File: src/rtl/universal_shift_reg.sv
// Universal shift register: shift/rotate left and right, parallel load, clear,
// and a counted burst-shift engine with busy/done status.
// Optional build macro: USR_PARITY_EN adds output `par` (XOR reduction of q).
module universal_shift_reg #(
    parameter int unsigned WIDTH = 8,
    parameter int unsigned LEN_W = $clog2(WIDTH + 1)
) (
    input  logic             clk,
    input  logic             rst,
    input  logic             en,
    input  logic [2:0]       op,
    input  logic             sin_r,
    input  logic             sin_l,
    input  logic [WIDTH-1:0] pi,
    input  logic             start,
    input  logic [LEN_W-1:0] burst_len,
    output logic [WIDTH-1:0] q,
    output logic             sout,
    output logic             busy,
    output logic             done
`ifdef USR_PARITY_EN
    ,
    output logic             par
`endif
);

    localparam logic [2:0] OP_HOLD  = 3'b000;
    localparam logic [2:0] OP_SHR   = 3'b001;
    localparam logic [2:0] OP_SHL   = 3'b010;
    localparam logic [2:0] OP_ROR   = 3'b011;
    localparam logic [2:0] OP_ROL   = 3'b100;
    localparam logic [2:0] OP_LOAD  = 3'b101;
    localparam logic [2:0] OP_CLEAR = 3'b110;

    localparam logic [LEN_W-1:0] LEN_MAX = LEN_W'(WIDTH);
    localparam logic [LEN_W-1:0] LEN_ONE = LEN_W'(1);

    typedef enum logic {
        ST_IDLE  = 1'b0,
        ST_BURST = 1'b1
    } state_t;

    state_t             state_q;
    logic [WIDTH-1:0]   q_q;
    logic               sout_q;
    logic               busy_q;
    logic               done_q;
    logic [2:0]         op_q;
    logic [LEN_W-1:0]   cnt_q;

    logic [WIDTH-1:0]   q_d;
    logic               sout_d;
    logic [2:0]         step_op_c;
    logic [LEN_W-1:0]   len_c;
    logic               is_shift_c;

    // Burst length clamp and shift-op classification for the start request
    always_comb begin
        len_c      = (burst_len > LEN_MAX) ? LEN_MAX : burst_len;
        is_shift_c = (op == OP_SHR) || (op == OP_SHL) || (op == OP_ROR) || (op == OP_ROL);
        step_op_c  = (state_q == ST_BURST) ? op_q : op;
    end

    // Result of one step of the selected op on the current register contents
    always_comb begin
        q_d    = q_q;
        sout_d = sout_q;
        case (step_op_c)
            OP_SHR: begin
                q_d    = {sin_r, q_q[WIDTH-1:1]};
                sout_d = q_q[0];
            end
            OP_SHL: begin
                q_d    = {q_q[WIDTH-2:0], sin_l};
                sout_d = q_q[WIDTH-1];
            end
            OP_ROR: begin
                q_d    = {q_q[0], q_q[WIDTH-1:1]};
                sout_d = q_q[0];
            end
            OP_ROL: begin
                q_d    = {q_q[WIDTH-2:0], q_q[WIDTH-1]};
                sout_d = q_q[WIDTH-1];
            end
            OP_LOAD:  q_d = pi;
            OP_CLEAR: q_d = '0;
            default: begin
                q_d    = q_q;
                sout_d = sout_q;
            end
        endcase
    end

    // Control FSM and datapath registers; priority reset > burst > start > en
    always_ff @(posedge clk) begin
        if (!rst) begin
            state_q <= ST_IDLE;
            q_q     <= '0;
            sout_q  <= 1'b0;
            busy_q  <= 1'b0;
            done_q  <= 1'b0;
            op_q    <= OP_HOLD;
            cnt_q   <= '0;
        end else begin
            done_q <= 1'b0;
            case (state_q)
                ST_BURST: begin
                    q_q    <= q_d;
                    sout_q <= sout_d;
                    cnt_q  <= cnt_q - LEN_ONE;
                    if (cnt_q == LEN_ONE) begin
                        state_q <= ST_IDLE;
                        busy_q  <= 1'b0;
                        done_q  <= 1'b1;
                    end
                end
                ST_IDLE: begin
                    if (start) begin
                        if (is_shift_c && (len_c != '0)) begin
                            q_q    <= q_d;
                            sout_q <= sout_d;
                            op_q   <= op;
                            cnt_q  <= len_c - LEN_ONE;
                            if (len_c == LEN_ONE) begin
                                done_q <= 1'b1;
                            end else begin
                                state_q <= ST_BURST;
                                busy_q  <= 1'b1;
                            end
                        end else begin
                            // Degenerate burst: nothing moves, just acknowledge
                            done_q <= 1'b1;
                        end
                    end else if (en) begin
                        q_q    <= q_d;
                        sout_q <= sout_d;
                    end
                end
                default: begin
                    state_q <= ST_IDLE;
                    busy_q  <= 1'b0;
                end
            endcase
        end
    end

    assign q    = q_q;
    assign sout = sout_q;
    assign busy = busy_q;
    assign done = done_q;

`ifdef USR_PARITY_EN
    // Parity of the registered contents
    assign par = ^q_q;
`endif

endmodule

File: config.mk
export PLATFORM = sky130hd
export DESIGN_NAME = universal_shift_reg
export DESIGN_NICKNAME = d
export VERILOG_FILES = /design/src/rtl/universal_shift_reg.sv
export SDC_FILE = /design/constraint.sdc
export NUM_CORES = 1
export LEC_CHECK = 0
export CORE_MARGIN = 2
export CORE_UTILIZATION = 47
export CTS_BUF_LIST = sky130_fd_sc_hd__clkbuf_4 sky130_fd_sc_hd__clkbuf_8 sky130_fd_sc_hd__clkbuf_16
export DETAILED_ROUTE_END_ITERATION = 8
export PLACE_DENSITY = 0.8
export SKIP_LAST_GASP = 1
export SYNTH_ARGS = -nofsm -noshare
export SYNTH_HDL_FRONTEND = slang
export SYNTH_SLANG_ARGS = --single-unit
File: constraint.sdc
create_clock -name clk -period 2.7 [get_ports clk]
set_clock_uncertainty 0.2 [all_clocks]
set_input_delay 0.54 -clock clk [delete_from_list [all_inputs] [get_ports clk]]
set_output_delay 0.54 -clock clk [all_outputs]
set_load 0.02 [all_outputs]
# Word-level counts from Yosys, hierarchy flattened
# Index checks and enable logic that the tools add are counted.
[op_classes]
muxes = 30
add_sub_neg = 2
reduce_logical = 11
eq_ne = 18
bitwise = 1
magnitude_cmp = 1
[op_table]
columns = ["operator", "n"]
rows = [
  ["case mux 8 bit (6 select lines)", 1],
  ["2-to-1 mux 8 bit", 3],
  ["case mux 8 bit (2 select lines)", 1],
  ["2-to-1 mux 1 bit", 15],
  ["== test 3 x 2 -> 1 bit (second input constant)", 4],
  ["== test 3 bit (second input constant)", 4],
  ["2-to-1 mux 4 bit", 3],
  ["case mux 1 bit (2 select lines)", 5],
  ["== test 4 x 1 -> 1 bit (second input constant)", 2],
  ["case mux 4 bit (2 select lines)", 1],
  ["subtractor 4 x 1 -> 4 bit (second input constant)", 2],
  ["== test 3 x 1 -> 1 bit (second input constant)", 2],
  ["inequality test 2 bit (second input constant)", 3],
  ["inequality test 3 bit (second input constant)", 2],
  ["> comparator 4 bit (second input constant)", 1],
  ["AND reduction 2 bit", 2],
  ["AND reduction 4 bit", 1],
  ["nonzero test 4 bit", 1],
  ["OR reduction 2 bit", 2],
  ["logical OR 1 bit", 3],
  ["2-to-1 mux 3 bit", 1],
  ["AND reduction 3 bit", 1],
  ["inequality test 2 x 1 -> 1 bit (second input constant)", 1],
  ["logical AND 1 bit", 1],
  ["NOT 1 bit", 1],
]
[word_totals]
reg_bits = 19
output_inout_bits = 11

# Logic depth before layout (Yosys ltp)
[logic_depth]
depth_word = 8
mapped_depth = 8
depth_no_buf = 7

# Worst setup path before layout
# No wires, ideal clock.
[synth_path]
kind = "input port to flip-flop"
from = "in burst_len[3]"
to = "reg q_q[7], in the netlist q[7]"
path_slack_ps = 431
path_stages = 8
path_buffers = 1
arrival_ps = 2003
cell_sequence = "nand2b_1 > ha_1 > nor3b_1 > a211o_4 > a211oi_4 > buf_6 > o21ai_2 > a21oi_2"
[synth_via]
elab_chain_len = 6
[synth_lines]
columns = ["element", "line", "text"]
rows = [
  ["from (decl)", "16", "input logic [LEN_W-1:0] burst_len,"],
  ["> comparator 4 bit", "59", "len_c = (burst_len > LEN_MAX) ? LEN_MAX : burst_len;"],
  ["2-to-1 mux 4 bit (*)", "59", ""],
  ["nonzero test 4 bit (*)", "119", "if (is_shift_c && (len_c != '0)) begin"],
  ["logical AND 1 bit (*)", "119", ""],
  ["inequality test 3 bit (no source line) (*)", "--", ""],
  ["AND reduction 2 bit (no source line) (*)", "--", ""],
  ["to (signal assigned)", "108", "q_q <= q_d;"],
  ["to (signal assigned)", "120", "q_q <= q_d;"],
  ["to (signal assigned)", "135", "q_q <= q_d;"],
  ["to (decl)", "44", "logic [WIDTH-1:0] q_q;"],
]
# Mark *: on every way between the ends. The rest lies on a longest branch, timed or not.
# A chain may end at the register's enable or synchronous reset.

# Worst setup path after layout
[layout_path]
from = "in burst_len[3]"
to = "reg q_q[6], in the netlist q[6]"
# The elaborated chain is that of the path after synthesis.

==> run metrics <==
largest net degree at the start of global routing 20; Setup TNS 0 ns; CTS Sinks 19; vias 1187; CTS tree done; commonest register cell after synthesis dfxtp_1; most common cell after layout, fill and taps aside clkdlybuf4s50_1; CTS buffer count 3; crit share post-route 95.1%; # rows 18; critical path class input pin to register; register area 380 µm²; critical path arrival 2.61 ns; Area Overhead vs Synth 40.7%; Buffers on Ports 31; die area 2900 µm²; crit start category input pin; antenna diode count 0; Hold Path Class register to register; final number of max-transition violations 0; number of DRC markers in iteration 0 8; slowest stage delay, CP 0.44 ns; DR WL/cell 14.2 µm; Worst Hold Launch busy; GR Layer Usage met1 28.3%; cell family with most CP delay compound AO/OA/AOI/OAI gates; Placed Cells 207; Slew HR 58.2%; Cell Count, Final, Fillers Out 211; crit path time final 2.57 ns; max_cap viols 0; commonest cells after routing, fill and taps aside clkdlybuf4s50_1 (31), dfxtp_1 (19), nand2_1 (18); H-tree levels 1; Vias/cell 5.63; Clock Path Buffers 2; CP required 2.74 ns; first-pass iteration count of the detailed router 4; worst-path cell chain clkdlybuf4s50_1 > nand2b_1 > ha_1 > nor3b_1 > a211o_4 > a211oi_4 > buf_12 > o21ai_0 > a31oi_1; final WL 3000 µm; Worst R2R Setup Slack 0.37 ns; met3 GRT Util 2.50%; initial antenna violation count 0; EDFF count, synth 0; Reg clk slew, reported paths 0.12 ns; Final setup viols 0; number of synthesized register bits 19; first-pass GRT wire length 5020 µm; Worst-Skew Late Latency 0.31 ns; Chip Width 53.8 µm; total track usage 23.6%; synthesized area per cell 8.65 µm²; Clock Root Buffer clkbuf_4; CP Launch Point burst_len[3]; DP Wirelength 2330 µm; asr flop ratio synth 0%; worst slew pin tran 0.624 ns; Overflow after GRT 0; Post-Synthesis Cells 135; vias in the first global route 1155; crit end category register; peak supply drop 0.000346 V; CTS Hold Bufs 0; die height 53.8 µm; area occupied by multi-input gates 751 µm²; R2R Path Start state_q; met2 Use GR 43.3%; RePlAce Congestion 0.768; Yosys Warn Count 0; Top Usage Layer GRT met2; count of cell types in the netlist 38; DRT antenna net count 0; # fillers 211; post-CTS setup buffer count 0; WP buf/inv 2; pre-CTS WS -0.179 ns; fin nets 206; Initial Util 48.4%; Pwr Total 801 µW; CP Capture Point q[6]; Cell Area, Synth 1170 µm²; f_max 390 MHz; setup ws final 0.133 ns; I/O pins 32; pwr/cell area 487 nW/µm²; R2R depth 6; critical path fanouts, max 16; WP depth 9; Post-CTS Resized 0; Leak Pwr 0.588 nW; final hold viol count 0; fraction of layout cells with a size suffix above 1 17.7%; core footprint 2410 µm²; Residual DRC 0; status finished, final reports clean; Seq/Total Area, Yosys 32.6%; slowest library cell on the worst path clkdlybuf4s50_1; Post-Synthesis Net Count 159; unrepaired setup endpoints after global routing false; reg2reg end q[6]
## power breakdown
part / internal (mW) / leakage, nW / total [mW] / switching, mW
logic: 0.157 / 0.414 / 0.300 / 0.143
registers: 0.312 / 0.156 / 0.348 / 0.0357
clock network: 0.0553 / 0.0177 / 0.153 / 0.0973
## metal layers
layer | part of all wire [%] | vias up
met2 | 52 | 27
met5 | 0 | -
li1 | - | 595
met4 | 0.87 | 0
met1 | 43 | 563
met3 | 3.9 | 2
## state kept, by name (all words and copies together) (netlist names)
register	flops
q	8
cnt_q	4
op_q	3
busy	1
done	1
sout	1
state_q	1
## per-stage QoR
| stage | area, µm² | util [%] | hold WS (ns) |
|---|---|---|---|
| 2_1_floorplan | 1170 | - | 0.289 |
| 6_report | 1640 | 68.2 | 0.288 |
| 3_5_place_dp | 1620 | 67.0 | 0.279 |
| 3_3_place_gp | 1620 | 67.0 | 0.261 |
| 5_1_grt | 1640 | 68.2 | 0.326 |
| 4_1_cts | 1640 | 68.2 | 0.293 |
## cells in the mapped netlist (2+ instances only)
master	instances	area, µm²
a221oi_1	2	17.5
a31oi_1	6	37.5
nand3_1	5	25.0
buf_2	2	10.0
nor3_1	4	20.0
nand2_1	18	67.6
a21boi_0	4	30.0
a21oi_2	3	26.3
mux2i_1	8	80.1
nand2b_1	4	25.0
o21ai_0	10	50.1
o21ai_2	2	17.5
ha_1	3	37.5
a22oi_1	8	60.1
a21oi_1	5	25.0
nor2_1	4	15.0
mux2_2	4	45.0
dfxtp_1	19	380
inv_1	3	11.3
nor2b_1	3	18.8
## worst register-to-register path, cell delays in order (launching register included)
cell and delay (ns):
dfxtp_1 0.74, mux2i_1 0.44, nor3_1 0.16, a211oi_4 0.26
buf_12 0.17, o21ai_0 0.10, a31oi_1 0.20
## final cells by class
cell class / instances / area share [%]
multi-input combinational: 109 / 45.7
timing repair buffer: 46 / 26.5
tap: 30 / 2.28
clock inverter: 1 / 0.305
clock buffer: 3 / 1.37
inverter: 3 / 0.685
sequential: 19 / 23.2
## kinds of logic (layout without fill, tap and decap cells)
| family | count (synthesis) | count (layout) | synth area share [%] |
|---|---|---|---|
| XOR/XNOR | 1 | 1 | 0.750 |
| AO/OA/AOI/OAI | 49 | 49 | 30.8 |
| multiplexers | 12 | 12 | 10.7 |
| flip-flops | 19 | 19 | 32.6 |
| AND/OR/NAND/NOR | 44 | 44 | 18.9 |
| adder cells (fa/ha/maj) | 3 | 3 | 3.22 |
| buffers and inverters | 7 | 53 | 3.11 |
## worst min path at each step
stage	end	cells after the start
3_5_place_dp	busy	2
5_1_grt	busy	2
2_1_floorplan	cnt_q[3]	2
4_1_cts	busy	2
6_report	busy	2
3_3_place_gp	busy	2
No activity file was read; power rests on OpenSTA's default activity.
